--- src/rtl/byte_strip_sched.sv ---
// Stripe scheduler: spreads a byte stream round-robin over 1/2/4 lanes, pads the
// last stripe of a frame and inserts IDLE stripes after a quiet gap.
module byte_strip_sched #(
   parameter logic [7:0]  PAD_CHAR  = 8'hF7,
   parameter logic [7:0]  IDLE_CHAR = 8'hBC,
   parameter int unsigned IDLE_GAP  = 16
) (
   input  logic       CLK,
   input  logic       RESET_L,
   input  logic [1:0] LANE_CFG,
   input  logic [7:0] IN_DATA,
   input  logic       IN_K,
   input  logic       IN_VALID,
   input  logic       IN_LAST,
   output logic       IN_READY,
   output logic [7:0] LANE0,
   output logic [7:0] LANE1,
   output logic [7:0] LANE2,
   output logic [7:0] LANE3,
   output logic       DK_0,
   output logic       DK_1,
   output logic       DK_2,
   output logic       DK_3,
   output logic       OUT_VALID,
   input  logic       OUT_READY,
   output logic       DBG_STATE
);

   // Handshakes: a transfer happens on a rising edge where valid && ready are
   // both high; OUT_VALID holds the stripe stable until OUT_READY is seen.

   typedef enum logic {S_IDLE = 1'b0, S_FRAME = 1'b1} state_t;

   localparam logic [7:0] L_GAP = 8'(IDLE_GAP);

   state_t     r_state;
   logic [1:0] r_cfg;          // index of the last active lane (0, 1 or 3)
   logic [1:0] r_ptr;
   logic [7:0] r_idle_cnt;
   logic [7:0] r_stage_d [4];
   logic       r_stage_k [4];
   logic [7:0] r_lane_d  [4];
   logic       r_lane_k  [4];
   logic       r_out_valid;

   logic [1:0] w_nlast;
   logic       w_acc;
   logic       w_cmp;
   logic       w_idle_emit;
   logic [7:0] w_fill_d [4];
   logic       w_fill_k [4];

   function automatic logic [1:0] f_nlast(input logic [1:0] cfg);
      case (cfg)
         2'b00:   return 2'd0;
         2'b01:   return 2'd1;
         default: return 2'd3;
      endcase
   endfunction

   // Between frames the live LANE_CFG applies, so a frame's first byte uses it.
   assign w_nlast     = (r_state == S_IDLE) ? f_nlast(LANE_CFG) : r_cfg;
   assign IN_READY    = !r_out_valid || OUT_READY;
   assign w_acc       = IN_VALID && IN_READY;
   assign w_cmp       = w_acc && ((r_ptr == w_nlast) || IN_LAST);
   assign w_idle_emit = (r_state == S_IDLE) && !w_acc && (r_idle_cnt == L_GAP) &&
                        (!r_out_valid || OUT_READY);

   always_comb begin
      for (int i = 0; i < 4; i++) begin
         w_fill_d[i] = 8'h00;
         w_fill_k[i] = 1'b0;
         if (2'(i) <= w_nlast) begin
            if (w_idle_emit) begin
               w_fill_d[i] = IDLE_CHAR;
               w_fill_k[i] = 1'b1;
            end else if (2'(i) < r_ptr) begin
               w_fill_d[i] = r_stage_d[i];
               w_fill_k[i] = r_stage_k[i];
            end else if (2'(i) == r_ptr) begin
               w_fill_d[i] = IN_DATA;
               w_fill_k[i] = IN_K;
            end else begin
               w_fill_d[i] = PAD_CHAR;
               w_fill_k[i] = 1'b1;
            end
         end
      end
   end

   always_ff @(posedge CLK or negedge RESET_L) begin
      if (!RESET_L) begin
         r_state     <= S_IDLE;
         r_cfg       <= 2'd3;
         r_ptr       <= 2'd0;
         r_idle_cnt  <= 8'd0;
         r_out_valid <= 1'b0;
         for (int i = 0; i < 4; i++) begin
            r_stage_d[i] <= 8'h00;
            r_stage_k[i] <= 1'b0;
            r_lane_d[i]  <= 8'h00;
            r_lane_k[i]  <= 1'b0;
         end
      end else begin
         if (r_state == S_IDLE) r_cfg <= w_nlast;

         if (w_acc) begin
            if (w_cmp) begin
               r_ptr <= 2'd0;
            end else begin
               r_stage_d[r_ptr] <= IN_DATA;
               r_stage_k[r_ptr] <= IN_K;
               r_ptr            <= r_ptr + 2'd1;
            end
         end

         if (w_cmp || w_idle_emit) begin
            r_out_valid <= 1'b1;
            for (int i = 0; i < 4; i++) begin
               r_lane_d[i] <= w_fill_d[i];
               r_lane_k[i] <= w_fill_k[i];
            end
         end else if (OUT_READY) begin
            r_out_valid <= 1'b0;
         end

         case (r_state)
            S_IDLE: begin
               if (w_acc || w_idle_emit) r_idle_cnt <= 8'd0;
               else if (r_idle_cnt != L_GAP) r_idle_cnt <= r_idle_cnt + 8'd1;
               if (w_acc && !IN_LAST) r_state <= S_FRAME;
            end
            default: begin
               r_idle_cnt <= 8'd0;
               if (w_acc && IN_LAST) r_state <= S_IDLE;
            end
         endcase
      end
   end

   assign LANE0     = r_lane_d[0];
   assign LANE1     = r_lane_d[1];
   assign LANE2     = r_lane_d[2];
   assign LANE3     = r_lane_d[3];
   assign DK_0      = r_lane_k[0];
   assign DK_1      = r_lane_k[1];
   assign DK_2      = r_lane_k[2];
   assign DK_3      = r_lane_k[3];
   assign OUT_VALID = r_out_valid;
   assign DBG_STATE = (r_state == S_FRAME);

endmodule

--- config.mk ---
export PLATFORM = sky130hd
export DESIGN_NAME = byte_strip_sched
export DESIGN_NICKNAME = d
export VERILOG_FILES = /design/src/rtl/byte_strip_sched.sv
export SDC_FILE = /design/constraint.sdc
export NUM_CORES = 1
export LEC_CHECK = 0
export CAP_MARGIN = 10
export CORE_MARGIN = 2
export CORE_UTILIZATION = 55
export CTS_BUF_LIST = sky130_fd_sc_hd__clkbuf_4 sky130_fd_sc_hd__clkbuf_8
export CTS_CLUSTER_DIAMETER = 80
export DETAILED_ROUTE_END_ITERATION = 12
export GPL_ROUTABILITY_DRIVEN = 0
export HOLD_SLACK_MARGIN = 0.08
export PLACE_DENSITY = 0.89
export SYNTH_ARGS = -nofsm -noshare
export SYNTH_HDL_FRONTEND = slang
export SYNTH_SLANG_ARGS = --single-unit
--- constraint.sdc ---
create_clock -name CLK -period 2.85 [get_ports CLK]
set_clock_uncertainty 0.15 [all_clocks]
set_input_delay 0.285 -clock CLK [delete_from_list [all_inputs] [get_ports CLK]]
set_output_delay 0.285 -clock CLK [all_outputs]
set_load 0.02 [all_outputs]
; ---- After elaboration in Yosys (flattened, before gate mapping)
; Cells that the tools add are included.
[word_totals]
word_cells = 112
in_bits = 16
reg_bits = 86
output_inout_bits = 39
mem_bits_rw = 0
latch_bits = 0
rom_bits = 0
mem_count = 0
[classes]
n_div = 0
order_cmp = 10
mux = 49
n_eq_ne = 7
n_addsub = 2
multipliers = 0
bitwise_logic = 3
reduce_logical = 20
n_shift = 0
[op_table]
columns = op, count
row1 = 8-bit 2-to-1 mux, 20
row2 = 32-bit bitwise mux, 1
row3 = 1-bit 2-to-1 mux, 22
row4 = 8-bit demux with 2-bit select, 1
row5 = 8-bit by 1-bit adder with 8-bit output (second input constant), 1
row6 = 8-bit by 5-bit == test with 1-bit output (second input constant), 1
row7 = 1-bit logical AND, 8
row8 = 8-bit by 5-bit != test with 1-bit output (second input constant), 1
row9 = 4-bit bitwise mux, 1
row10 = 2-bit == test (first input constant), 2
row11 = 1-bit by 2-bit <= comparator with 1-bit output (first input constant), 2
row12 = 2-bit <= comparator (first input constant), 2
row13 = 2-bit zero test, 2
row14 = 1-bit logical OR, 4
row15 = 1-bit by 2-bit less-than comparator with 1-bit output (first input constant), 2
row16 = 2-bit less-than comparator (first input constant), 2
row17 = 2-bit 2-to-1 mux, 2
row18 = 2-bit case mux with 2 select lines, 1
row19 = 3-bit >= comparator (second input constant), 1
row20 = 1-bit zero test, 3
row21 = 3-bit by 1-bit less-than comparator with 1-bit output (second input constant), 1
row22 = 2-bit NOT with 3-bit output, 1
row23 = 3-bit nonzero test, 1
row24 = 2-bit by 1-bit adder with 2-bit output (second input constant), 1
row25 = other kinds (7), 8

; ---- Logic depth before layout (Yosys ltp)
; Gate-level depths: netlist of run 1.
[depth]
ltp_word = 10
mapped_depth = 8
mapped_depth_nobuf = 7

; ---- Least setup slack after synthesis of run 1
; Ideal clock, no wire load.
[synth_path]
path_kind = register to register
from = register with a tool-made name
to = register r_stage_d[24] (netlist bit)
required_time_ns = 2.575
setup_time_ns = 0.125
period_less_slack_ns = 2.285
stages_incl_launch_ff = 8
path_slack_ns = 0.565
n_path_buf = 2
arrival_time_ns = 2.010
path_cell_list = dfrtp_1 -> buf_6 -> nor2b_4 -> or3_1 -> a31oi_2 -> and3_1 -> buf_4 -> mux2_2
[synth_rtl]
columns = element, line
row1 = "end signal, assigned by index", 99  ; r_stage_d[i] <= 8'h00;
row2 = "end signal, assigned by index", 111  ; r_stage_d[r_ptr] <= IN_DATA;
row3 = "end, declared", 40  ; logic [7:0] r_stage_d [4];

==> results.toml, run 1 <==
[die]
die_h_um = 86.8
dieArea_um2 = 7540
core.rowCount = 30
die_w_um = 86.8
pin_count = 55
start_util_pct = 56.1
core_area_um2 = 6720

[global_route]
antenna_found_initial = 0
grt_max_degree = 78
overflow = 0
grt_first_pass_wirelength_um = 14200
grt_usage_pct = 24.5
grt_pass1_vias = 2923

[worst_setup_path]
end_kind = "flop"
timing.rr.end = "r_stage_d[23]$_DFFE_PN0P_"
worstSetupStartpointType = "flop"
endpoint = "r_stage_d[23]$_DFFE_PN0P_"
crit_required_ps = 2940
path_class = "flop to flop"
r2r_cells = 5
crit_path_max_fanout = 11
cp_data_arrival_time_ps = 2630
rrSetupSlack_ps = 320

[place]
dp_hpwl_um = 5970
portBuffers = 54
dp_worst_setup_slack_ps = 88.4
place_area_um2 = 4380
dp.cells = 460

[power]
p_leak_nw = 2.00
power_mw = 5.07
ir_worst_vdd_v = 0.000697
power.density_nw_per_um2 = 1100

[clock_tree]
post_cts.repair.setup_buffers = 0
cts_tree = "done"
cts_buffer_depth = 2
insertion_delay_ps = 350
cts_buffers = 9
htree_levels = 3
cts_root_buf = "clkbuf_8"
cts.clk_slew.worst_paths_ps = 80
clock_sinks = 77

[logic_synthesis]
synth_warnings = 0
synth_edf_count = 0
ys_ff_latch = 77
synth_common_cells = "75 x dfrtp_1, 24 x a21oi_1, 23 x o21ai_0, 21 x mux2_2, 19 x nor2_1"
synth_top_area_share_pct = 49.8
syn_avg_cell_area_um2 = 11.3
synthDistinctLibCells = 54
synth_cells = 335
syn_nets = 358
synth_seq_area_share_pct = 51.1
synth.area.top_cells = "dfrtp_1 50%, mux2_2 6.3%, a21oi_1 3.2%"
syn_area_um2 = 3770
yosys_most_used_dff = "dfrtp_1"
async_reset_ff_share_pct = 100
synth_top_area_cell = "dfrtp_1"
yosysMostFrequentCell = "dfrtp_1"

[route]
drt.antenna.violating_nets = 0
wirelength_um = 8670
dr_wl_met2_um = 4320
firstDrtPassIters = 5
wire_per_inst_um = 18.2
routed_via_density = 6.12
drt-initial-drc-count = 258
drt_drc_violations_left = 0
num_vias = 2921
wl_met1_um = 3690
dr_wl_met3_um = 522
highest_layer = "met4"

[finish]
drive_gt1_share_pct = 17.6
final_area_um2 = 4620
area_delta_synth_final_pct = 22.5
layout.nets = 415
fin_util_pct = 68.8
fill_cells = 472
ff_latch_area_um2 = 1930
multi_input_area_um2 = 1670
stdcell_count = 477
antennaDiodeCount = 0

[timing]
setup_viol = 0
finalWorstSetupSlack_ps = 316
min_period_over_period_pct = 88.9
whs_ps = 347
final_max_slew_viol_count = 0
hold_violations = 0
tns_ps = 0
slew_headroom_pct = 36.5
rsz0062_at_grt = "false"
fmax_ghz = 0.395
tightest_slew_ps = 953
period_minus_slack_ps = 2530

[min_path]
min_path_type = "flop to flop"
hold_path_depth = 1

[outcome]
outcome = "finished clean"

[flow_run]
maxCapViolCount = 0
[cell type report]
class / count / area share, %
inverter: 13 / 1.06
clock buffer: 13 / 3.47
tap: 80 / 2.17
sequential: 77 / 41.8
timing repair buffer: 66 / 13.9
multi-input combinational: 225 / 36.1
clock inverter: 3 / 1.49
[logic make-up after synthesis]
| group | share of synthesized area [%] |
|---|---|
| adders and majority gates | 2.32 |
| buffers and inverters | 4.61 |
| and+or+nand+nor | 13.6 |
| muxes | 12.5 |
| xor gates and xnor gates | 1.39 |
| DFF | 51.1 |
| AOI/OAI and AO/OA | 14.5 |
[sequential cells by signal, summed over array words and instances, names as in the netlist, named ones only]
register / flops
r_idle_cnt: 8
OUT_VALID: 1
r_stage_d: 24
LANE0: 8
LANE2: 8
DK_2: 1
r_ptr: 2
DK_1: 1
LANE1: 8
DK_3: 1
r_stage_k: 3
DK_0: 1
r_cfg: 2
LANE3: 8
[critical path: stages (launching register included)]
cell and delay, ps:
dfrtp_2 520, nor2b_4 190, or3_1 390, a31oi_2 310, and3_1 470, mux2_2 390
[worst min-delay path by stage]
stage / startpoint / endpoint / slack, ps
CTS: r_stage_d[16]$_DFFE_PN0P_ / r_stage_d[16]$_DFFE_PN0P_ / 350
detailed placement: r_stage_d[11]$_DFFE_PN0P_ / r_stage_d[11]$_DFFE_PN0P_ / 330
floorplan: RESET_L / DK_0$_DFFE_PN0P_ / -160
global route: r_stage_d[20]$_DFFE_PN0P_ / r_stage_d[20]$_DFFE_PN0P_ / 380
finish: LANE3[2]$_DFFE_PN0P_ / LANE3[2]$_DFFE_PN0P_ / 350
global placement: r_stage_d[30]$_DFFE_PN0P_ / r_stage_d[30]$_DFFE_PN0P_ / 320
[what timing repair did]
action	CTS	global route
hold buffers	1	0
endpoints found under the setup margin	0	3
gates resized for setup	0	1
endpoints found under the hold margin	75	0
[power breakdown]
group / internal, mW / switching [mW]
clock: 0.549 / 0.390
combinational: 1.11 / 1.15
sequential: 1.57 / 0.304
[layout by cell type, fill, tap and decap left out, types with 6 or more instances in the layout]
master	netlist	routed
nand3_1	7	7
ha_1	7	7
a22o_2	8	8
and3_1	6	6
nand2_1	15	15
clkbuf_8	0	10
nor2_1	19	19
o22ai_1	7	7
mux2_2	21	21
clkdlybuf4s50_1	0	53
nor3_1	9	9
buf_4	5	11
mux2i_1	11	11
o21ai_0	23	23
mux2_1	9	9
inv_1	11	11
dfrtp_1	75	74
a21oi_1	24	24
[per-layer routing]
layer,track usage (%),vias to the layer above
met1,33.2,1459
met5,0,-
met2,39.8,123
met3,4.86,18
met4,7.67,0
li1,-,1321
No activity file was read; power rests on OpenSTA's default activity.
==> run 2, diff against run 1 <==
--- a/config.mk
+++ b/config.mk
@@ -7,13 +7,13 @@
 export LEC_CHECK = 0
 export CAP_MARGIN = 10
 export CORE_MARGIN = 2
-export CORE_UTILIZATION = 55
+export CORE_UTILIZATION = 56
 export CTS_BUF_LIST = sky130_fd_sc_hd__clkbuf_4 sky130_fd_sc_hd__clkbuf_8
 export CTS_CLUSTER_DIAMETER = 80
 export DETAILED_ROUTE_END_ITERATION = 12
 export GPL_ROUTABILITY_DRIVEN = 0
 export HOLD_SLACK_MARGIN = 0.08
-export PLACE_DENSITY = 0.89
+export PLACE_DENSITY = 0.9
 export SYNTH_ARGS = -nofsm -noshare
 export SYNTH_HDL_FRONTEND = slang
 export SYNTH_SLANG_ARGS = --single-unit
==> results.toml, run 2 (synthesized netlist as in run 1, its figures left out) <==
[route]
drt_drc_violations_left = 0
drt-initial-drc-count = 220
wirelength_um = 8550
num_vias = 2819
wire_per_inst_um = 18.2
drt.antenna.violating_nets = 0
routed_via_density = 6.00
firstDrtPassIters = 4

[place]
portBuffers = 54
dp.cells = 454
dp_hpwl_um = 5780

[finish]
final_cell_mix = "75 x dfrtp_1, 53 x clkdlybuf4s50_1, 24 x a21oi_1, 23 x o21ai_0, 21 x mux2_2"
antennaDiodeCount = 0
drive_gt1_share_pct = 16.5
layout.nets = 412
stdcell_count = 470
fin_util_pct = 71.6
area_delta_synth_final_pct = 21.9
largest_reg_flops = 24
final_common_cell = "dfrtp_1"
largest_register = "r_stage_d"

[die]
die_h_um = 86.1
start_util_pct = 58.7
pin_count = 55
dieArea_um2 = 7410
core.rowCount = 29
die_w_um = 86.1
core_area_um2 = 6420

[clock_tree]
clock_sinks = 77
cts.clk_slew.worst_paths_ps = 80
cts_buffer_depth = 2
cts_buffers = 9
htree_levels = 3
cts_root_buf = "clkbuf_8"
cts_tree = "done"
insertion_delay_ps = 350
post_cts_resized = 0

[timing]
period_minus_slack_ps = 2680
hold_violations = 0
tightest_slew_ps = 947
slew_headroom_pct = 36.9
final_max_slew_viol_count = 0
fmax_ghz = 0.374
min_period_over_period_pct = 93.9
rsz0062_at_grt = "false"
tns_ps = 0
setup_viol = 0

[flow_run]
maxCapViolCount = 0

[worst_setup_path]
cp_data_arrival_time_ps = 2750
crit_required_ps = 2930
end_kind = "flop"
path_class = "flop to flop"
worstSetupStartpointType = "flop"
crit_path_max_fanout = 11

[power]
p_leak_nw = 1.99
power.density_nw_per_um2 = 1110
ir_worst_vdd_v = 0.000676

[global_route]
grt_max_degree = 78
grt_pass1_vias = 2844
antenna_found_initial = 0
overflow = 0
grt_usage_pct = 24.8
grt_first_pass_wirelength_um = 14200

[min_path]
min_path_type = "flop to flop"

[outcome]
outcome = "finished clean"
-- run 2: changes by cell type in the layout (fill, tap and decap cells not counted) --
cell / before / now
clkbuf_4: 3 / 0
buf_12: 1 / 0
buf_4: 11 / 9
dfrtp_2: 1 / 0
dfrtp_1: 74 / 75
clkbuf_8: 10 / 11
bufinv_16: 2 / 3
clkinv_2: 0 / 1
clkinv_4: 1 / 0
-- run 2: final cells by class --
class | instances | area [um2]
fillers | 443 | 1820
well taps | 77 | 96.3
clock buffers | 11 | 151
multi-input cells | 225 | 1670
flip-flops and latches | 77 | 1930
repair buffers | 63 | 608
clock inverters | 4 | 95.1
inverters | 13 | 48.8
-- run 2: layer usage --
metal,GRT usage [%],vias up,wire [um]
met5,0,-,0
met4,6.78,0,112
met3,5.87,9,566
met2,40.0,92,4100
met1,33.9,1402,3770
li1,-,1316,-
-- run 2: worst paths after layout --
kind / cells after the start / from / to / slack, ps
setup / recovery: 5 / flop / r_stage_d[29]$_DFFE_PN0P_ / 170
hold / removal: 1 / r_stage_d[30]$_DFFE_PN0P_ / r_stage_d[30]$_DFFE_PN0P_ / 350
setup reg to reg: 5 / flop / r_stage_d[29]$_DFFE_PN0P_ / 170
hold reg to reg: 1 / r_stage_d[30]$_DFFE_PN0P_ / r_stage_d[30]$_DFFE_PN0P_ / 350
max in group asynchronous: 2 / RESET_L / LANE3[7]$_DFFE_PN0P_ / 1470
min in group asynchronous: 2 / RESET_L / r_idle_cnt[0]$_DFFE_PN0P_ / 470
-- run 2: report_power, final --
| part | total, mW | switching, mW | internal, mW | leakage (nW) |
|---|---|---|---|---|
| Clock | 1.02 | 0.392 | 0.624 | 0.125 |
| Combinational | 2.23 | 1.14 | 1.09 | 0.909 |
| Sequential | 1.86 | 0.296 | 1.56 | 0.952 |
| Total | 5.10 | 1.83 | 3.27 | 1.99 |
-- run 2: worst max-delay path, stage by stage, from the launching register on --
cell	delay [ps]
dfrtp_1	660
mux2i_4	420
xnor2_1	130
a31oi_2	330
and3_1	470
mux2_2	400
-- run 2: timing repair --
action                                 in CTS  in global routing
hold buffers                                1                  0
endpoints found under the hold margin      75                  0
setup buffers                               0                  0
-- run 2: metrics by stage --
stage               hold WS, ps  setup slack (ps)  instance area (um2)  total power [mW]
finish                      346               174                 4600              5.10
CTS                         345               188                 4600              5.12
detailed placement          329              85.1                 4340              4.08
global route                367              70.5                 4600              5.40
global placement            318               170                 4340              4.00
floorplan                  -161               565                 3770              3.23
==> run 3, diff against run 2 <==
==> constraint.sdc (replaced) <==
create_clock -name CLK -period 2.85 [get_ports CLK]
set_clock_uncertainty 0.15 [all_clocks]
set_input_delay 0.285 -clock CLK [delete_from_list [all_inputs] [get_ports CLK]]
set_output_delay 0.285 -clock CLK [all_outputs]
set_load 0.1 [all_outputs]
==> results.toml, run 3 (synthesized netlist as in run 1, its figures left out) <==
[die]
start_util_pct = 58.7
pin_count = 55
core_area_um2 = 6420
core.rowCount = 29
dieArea_um2 = 7410
die_h_um = 86.1
die_w_um = 86.1

[global_route]
grt.met1_usage_pct = 34.5
grt_usage_pct = 27.3
grt_max_degree = 44
use_met3_pct = 7.80
antenna_found_initial = 0
grt_use_met2_pct = 44.0
grt_busiest_layer = "met2"
overflow = 0
grt_first_pass_wirelength_um = 15300
grt_pass1_vias = 3105

[clock_tree]
insertion_delay_ps = 360
cts_buffers = 9
cts_buffer_depth = 2
clock_sinks = 77
cts_tree = "done"
post_cts_resized = 0
cts.clk_slew.worst_paths_ps = 80
cts_root_buf = "clkbuf_8"
htree_levels = 3

[route]
drt-initial-drc-count = 145
drt_drc_violations_left = 0
wirelength_um = 9320
num_vias = 2932
routed_via_density = 6.20
drt.antenna.violating_nets = 0
firstDrtPassIters = 4
wire_per_inst_um = 19.7

[timing]
slew_headroom_pct = 58.9
tns_ps = 0
fmax_ghz = 0.382
tightest_slew_ps = 617
rsz0062_at_grt = "false"
min_period_over_period_pct = 91.9
setup_viol = 0
hold_violations = 0
final_max_slew_viol_count = 0
period_minus_slack_ps = 2620

[flow_run]
maxCapViolCount = 0

[worst_setup_path]
crit_path_max_fanout = 11
crit_required_ps = 2950
path_class = "flop to flop"
worstSetupStartpointType = "flop"
cp_data_arrival_time_ps = 2720
r2r_cells = 5
rrSetupSlack_ps = 230
timing.rr.end = "r_stage_d[10]$_DFFE_PN0P_"
end_kind = "flop"

[min_path]
min_path_type = "primary input to asynchronous set/reset pin"

[outcome]
outcome = "finished clean"

[finish]
ff_latch_area_um2 = 1930
layout.nets = 414
largest_register = "r_stage_d"
final_common_cell = "dfrtp_1"
final_cell_mix = "74 x dfrtp_1, 50 x buf_4, 24 x a21oi_1, 23 x o21ai_0, 21 x mux2_2"
largest_reg_flops = 24
area_delta_synth_final_pct = 19.8
antennaDiodeCount = 0
drive_gt1_share_pct = 27.5
fill_cells = 466
multi_input_area_um2 = 1670

[place]
dp_hpwl_um = 6300
portBuffers = 54
[run 3: how the worst max path moves through the flow]
stage	slack, ps	cells after the start	from	end
2_1_floorplan	70	7	OUT_VALID$_DFFE_PN0P_	r_stage_d[16]$_DFFE_PN0P_
4_1_cts	270	5	flop	r_stage_d[10]$_DFFE_PN0P_
3_3_place_gp	220	6	LANE_CFG[1]	r_stage_d[13]$_DFFE_PN0P_
3_5_place_dp	130	6	LANE_CFG[1]	r_stage_d[10]$_DFFE_PN0P_
5_1_grt	150	6	flop	LANE2[0]$_DFFE_PN0P_
6_report	230	5	flop	r_stage_d[10]$_DFFE_PN0P_
[run 3: layout make-up]
type                       instances  area share, %
clock buffer                      10           2.91
tap                               77           2.13
multi-input combinational        225           36.9
inverter                          13           1.16
sequential                        77           42.8
timing repair buffer              65           11.6
clock inverter                     6           2.46
[run 3: metal layers]
metal  wire (um)  up-vias
met5           0        -
met4         193        0
met3         618       20
met2        4500      123
met1        4010     1465
li1            -     1324
[run 3: worst max-delay path: stages (launching register included)]
cell and delay [ps]:
dfrtp_1 560, nor2b_4 230, or3_1 390, a31oi_2 290, and3_1 480, mux2_2 400
[run 3: through the flow]
stage / cells / hold slack, ps / setup slack (ps) / instance area (um2) / util, %
floorplan: 335 / -161 / 67.5 / 3780 / -
global placement: 456 / 147 / 217 / 4270 / 66.4
detailed placement: 456 / 151 / 129 / 4270 / 66.4
CTS: 473 / 311 / 275 / 4520 / 70.4
global route: 473 / 345 / 149 / 4520 / 70.4
finish: 473 / 301 / 230 / 4520 / 70.4
[run 3: timing repair]
action	in CTS	in global routing
hold endpoints to repair	39	0
buffers inserted	0	0
hold buffers	1	0
Power of run 3 is left out: the tool's default activity adds up to more than one toggle a clock period on the data nets, which glitch-free logic cannot reach.
==> variant 1 (config.mk and constraints of run 1) <==
Add an input register stage for `LANE_CFG`, cleared by the reset; this delays it by one clock. The other inputs are not delayed to match.
--- a/src/rtl/byte_strip_sched.sv
+++ b/src/rtl/byte_strip_sched.sv
@@ -35,2 +35,12 @@
 
+   logic [1:0] LANE_CFG_q;
+
+   always_ff @(posedge CLK or negedge RESET_L) begin
+      if (!RESET_L) begin
+         LANE_CFG_q <= '0;
+      end else begin
+         LANE_CFG_q <= LANE_CFG;
+      end
+   end
+
    state_t     r_state;
@@ -61,3 +71,3 @@
    // Between frames the live LANE_CFG applies, so a frame's first byte uses it.
-   assign w_nlast     = (r_state == S_IDLE) ? f_nlast(LANE_CFG) : r_cfg;
+   assign w_nlast     = (r_state == S_IDLE) ? f_nlast(LANE_CFG_q) : r_cfg;
    assign IN_READY    = !r_out_valid || OUT_READY;
Formal check against the unedited RTL: not equivalent (a bounded check fails within 4 cycles, from zero or initial values and one cycle with RESET_L low).
==> variant 1 against run 1 <==
- synthesized area shrank 0.73%
- wire length shrank 1.9%
- worst setup slack lost 0.043 ns
- sequential cell count rose by 2
- power decreased by 4.3%
- synthesized cell count unchanged
- cell area shrank 1.3%
- highest routed layer unchanged
- non-clock buffer count shrank 2
==> variant 1: results (changes against run 1) <==
number of fill cells in the layout - 502 (+6.4%)
multi-input combinational cell area - 1647 um^2 (-1.3%)
share of layout cells above drive strength 1 - 15.83% (-1.8 points)
Arrival @ worst endpoint - 2.66 ns (+0.03 ns)
via-per-instance ratio - 5.994 (-2.1%)
status - finished, final reports clean
synth top area cells - dfrtp_1 (51%), mux2_2 (8.1%), mux2i_1 (3.5%)
nets - 416 (+0.24%)
Distinct cells, synth - 47 (-13%)
CORE AREA - 6681 um^2 (-0.56%)
Non-Clock Buffer Area Fraction - 13.49% (-0.42 points)
crit-path max FO - 9 (-2)
vias in the first global route - 2991 (+2.3%)
Comb pwr share - 45.2% (+0.6 points)
clock buffer count - 10 (-3)
dpl ws - 0.3275 ns (+0.2392 ns)
bufs w/o clock - 64 (-3.0%)
Sw Ratio - 37.54% (+1.1 points)
peak supply drop - 0.6313 mV (-9.4%)
inverters - 10 (-3)
global-route usage over all layers - 24.10% (-0.38 points)
fin area - 4562 um^2 (-1.3%)
Routed WL - 8499 um (-1.9%)
post-route insts no fill - 478 (+0.21%)
HPWL Detailed - 5771 um (-3.3%)
drt pass-1 iters - 4 (-1)
Post-synth top cells - dfrtp_1 (77), mux2_2 (27), nor2_1 (25)
## variant 1: changes by cell type after synthesis, moves of 5 or more
cell | run 1 | this run
mux2_2 | 21 | 27
a22o_1 | 3 | 12
mux2_1 | 9 | 0
nor2b_1 | 3 | 9
nor2_1 | 19 | 25
nand3_1 | 7 | 12
a22o_2 | 8 | 0
a21oi_1 | 24 | 13
## variant 1: routing by layer
metal  vias to the layer above  GRT usage [%]  part of all wire, %  wire length (um)
li1                       1324              -                    -                 -
met1                      1438          30.81                   43              3642
met2                        84          39.09                   49              4207
met3                        19          5.143                  4.4               372
met4                         0          11.79                  3.3               277
met5                         -              0                    0                 0
## variant 1: worst paths after layout
path                                              to  slack (ns)  depth (start not counted)
max reg2reg                r_stage_d[30]$_DFFE_PN0P_        0.27                          5
min reg2reg                     LANE3[7]$_DFFE_PN0P_        0.36                          1
min                          LANE_CFG_q[1]$_DFF_PN0_        0.21                          1
min in group asynchronous  r_idle_cnt[7]$_DFFE_PN0P_        0.47                          2
max in group asynchronous       LANE3[3]$_DFFE_PN0P_        1.46                          2
max                        r_stage_d[30]$_DFFE_PN0P_        0.27                          5
## variant 1: logic make-up (layout without fill, tap and decap cells)
kind of cell | Yosys count | count (layout) | synth area share (%)
XOR/XNOR | 6 | 6 | 1.403
AO/OA/AOI/OAI | 76 | 76 | 13.40
AND/OR/NAND/NOR | 99 | 99 | 14.40
adder cells (fa/ha/maj) | 7 | 7 | 2.339
multiplexers | 41 | 41 | 12.19
flip-flops | 79 | 79 | 52.86
buffers and inverters | 27 | 90 | 3.408
## variant 1: timing repair
| action | in CTS | in global routing |
|---|---|---|
| hold endpoints to repair | 77 | 0 |
| hold buffers | 1 | 0 |
| setup endpoints to repair | 0 | 0 |
==> variant 2 (config.mk and constraints of run 1) <==
Without the edit above. Change the parameter `PAD_CHAR` from 8'hF7 to 8'hB9.
--- a/src/rtl/byte_strip_sched.sv
+++ b/src/rtl/byte_strip_sched.sv
@@ -3,3 +3,3 @@
 module byte_strip_sched #(
-   parameter logic [7:0]  PAD_CHAR  = 8'hF7,
+   parameter logic [7:0]  PAD_CHAR  = 8'hB9,
    parameter logic [7:0]  IDLE_CHAR = 8'hBC,
Check against the original RTL: not equivalent (Yosys sat finds a counterexample within 4 cycles, from zero or initial values and one cycle with RESET_L low).
==> variant 2 against run 1 <==
- power decreased by 6.5%
- global-route usage is 0.46 points higher
- critical path depth unchanged
- sequential cell count unchanged
- via count down 1.2%
- wire length rose by 1.8%
- cell area down 1.2%
- synthesized area fell by 0.70%
- worst setup slack got worse by 0.091 ns
==> variant 2: results (changes against run 1) <==
status - finished, final reports clean
peak supply drop - 0.4982 mV (-28%)
dpl ws - 0.05492 ns (-0.03345 ns)
crit-path max FO - 15 (+4)
Distinct cells, synth - 52 (-3.7%)
1st-iter DRT viols - 274 (+6.2%)
wire per inst - 18.58 um (+2.3%)
pin count of the biggest net entering global routing - 32 (-59%)
Seq/Total Area, Yosys - 51.50% (+0.36 points)
FF-to-FF End - r_stage_d[25]$_DFFE_PN0P_
Post-synth ARST share - 100.0% (unchanged)
FF-to-FF setup slack - 0.23 ns (-0.09 ns)
worst setup path category - reg2reg
final worst-path cycle share - 92.10% (+3.2 points)
vias in the first global route - 2814 (-3.7%)
worst skew pair latency - 0.36 ns
Top reg by flops - r_stage_d
synth top area cells - dfrtp_1 (50%), mux2_2 (7.8%), a21oi_1 (4.3%)
number of fill cells in the layout - 508 (+7.6%)
hold endpoint - LANE2[0]$_DFFE_PN0P_
nets - 413 (-0.48%)
drt pass-1 iters - 4 (-1)
share of layout cells above drive strength 1 - 16.71% (-0.92 points)
HPWL Detailed - 6139 um (+2.9%)
CP max-delay cell - dfrtp_1
Pleak - 2.028 nW (+1.6%)
hold_sp - LANE2[0]$_DFFE_PN0P_
Post-synth top cells - dfrtp_1 (75), a21oi_1 (32), mux2_2 (26)
first-pass GRT wire length - 14350 um (+0.73%)
Arrival @ worst endpoint - 2.71 ns (+0.08 ns)
htree depth - 3 (unchanged)
via count - 2886 (-1.2%)
global-route usage over all layers - 24.93% (+0.46 points)
Max transition margin - 53.13% (+17 points)
-- variant 2: cell count changes after synthesis, moves of 8 or more --
cell,before,now
a21oi_1,24,32
a221o_1,0,11
a22o_2,8,0
mux2_1,9,0
o21ai_0,23,10
-- variant 2: cell families after synthesis --
logic type	after synthesis	share of synthesized area, %
buf+inv	35	4.476
mux	39	11.62
fa+ha+maj	7	2.338
flops	77	51.50
xor+xnor	6	1.603
simple gates	81	11.52
compound gates	90	16.93
-- variant 2: through the flow --
stage / area [um^2] / utilization [%] / power [mW] / hold slack [ns] / instances
2_1_floorplan: 3746 / - / 3.108 / -0.1606 / 335
3_3_place_gp: 4354 / 65.17 / 3.828 / 0.2089 / 458
3_5_place_dp: 4354 / 65.17 / 3.905 / 0.2181 / 458
4_1_cts: 4563 / 68.30 / 4.743 / 0.3436 / 475
5_1_grt: 4563 / 68.30 / 5.006 / 0.3551 / 475
6_report: 4563 / 68.30 / 4.739 / 0.3426 / 475
-- variant 2: routing by layer --
metal | vias up | routed length, um | GRT usage (%)
met5 | - | 0 | 0
met2 | 95 | 4285 | 38.67
met4 | 0 | 224 | 10.37
met3 | 16 | 364 | 4.286
li1 | 1338 | - | -
met1 | 1437 | 3953 | 34.96
-- variant 2: area by class of cell --
class | instances | area, um^2 | area share, %
Sequential cell | 77 | 1929 | 42.28
Inverter | 14 | 52.55 | 1.152
Clock inverter | 7 | 75.07 | 1.645
Multi-Input combinational cell | 223 | 1649 | 36.14
Clock buffer | 9 | 123.9 | 2.715
Timing Repair Buffer | 65 | 633.1 | 13.87
Tap cell | 80 | 100.1 | 2.194
-- variant 2: where the power goes --
group / switching (mW) / total (mW) / internal [mW]
clock network: 0.417 / 0.824 / 0.407
registers: 0.271 / 1.81 / 1.54
logic: 1.08 / 2.11 / 1.02
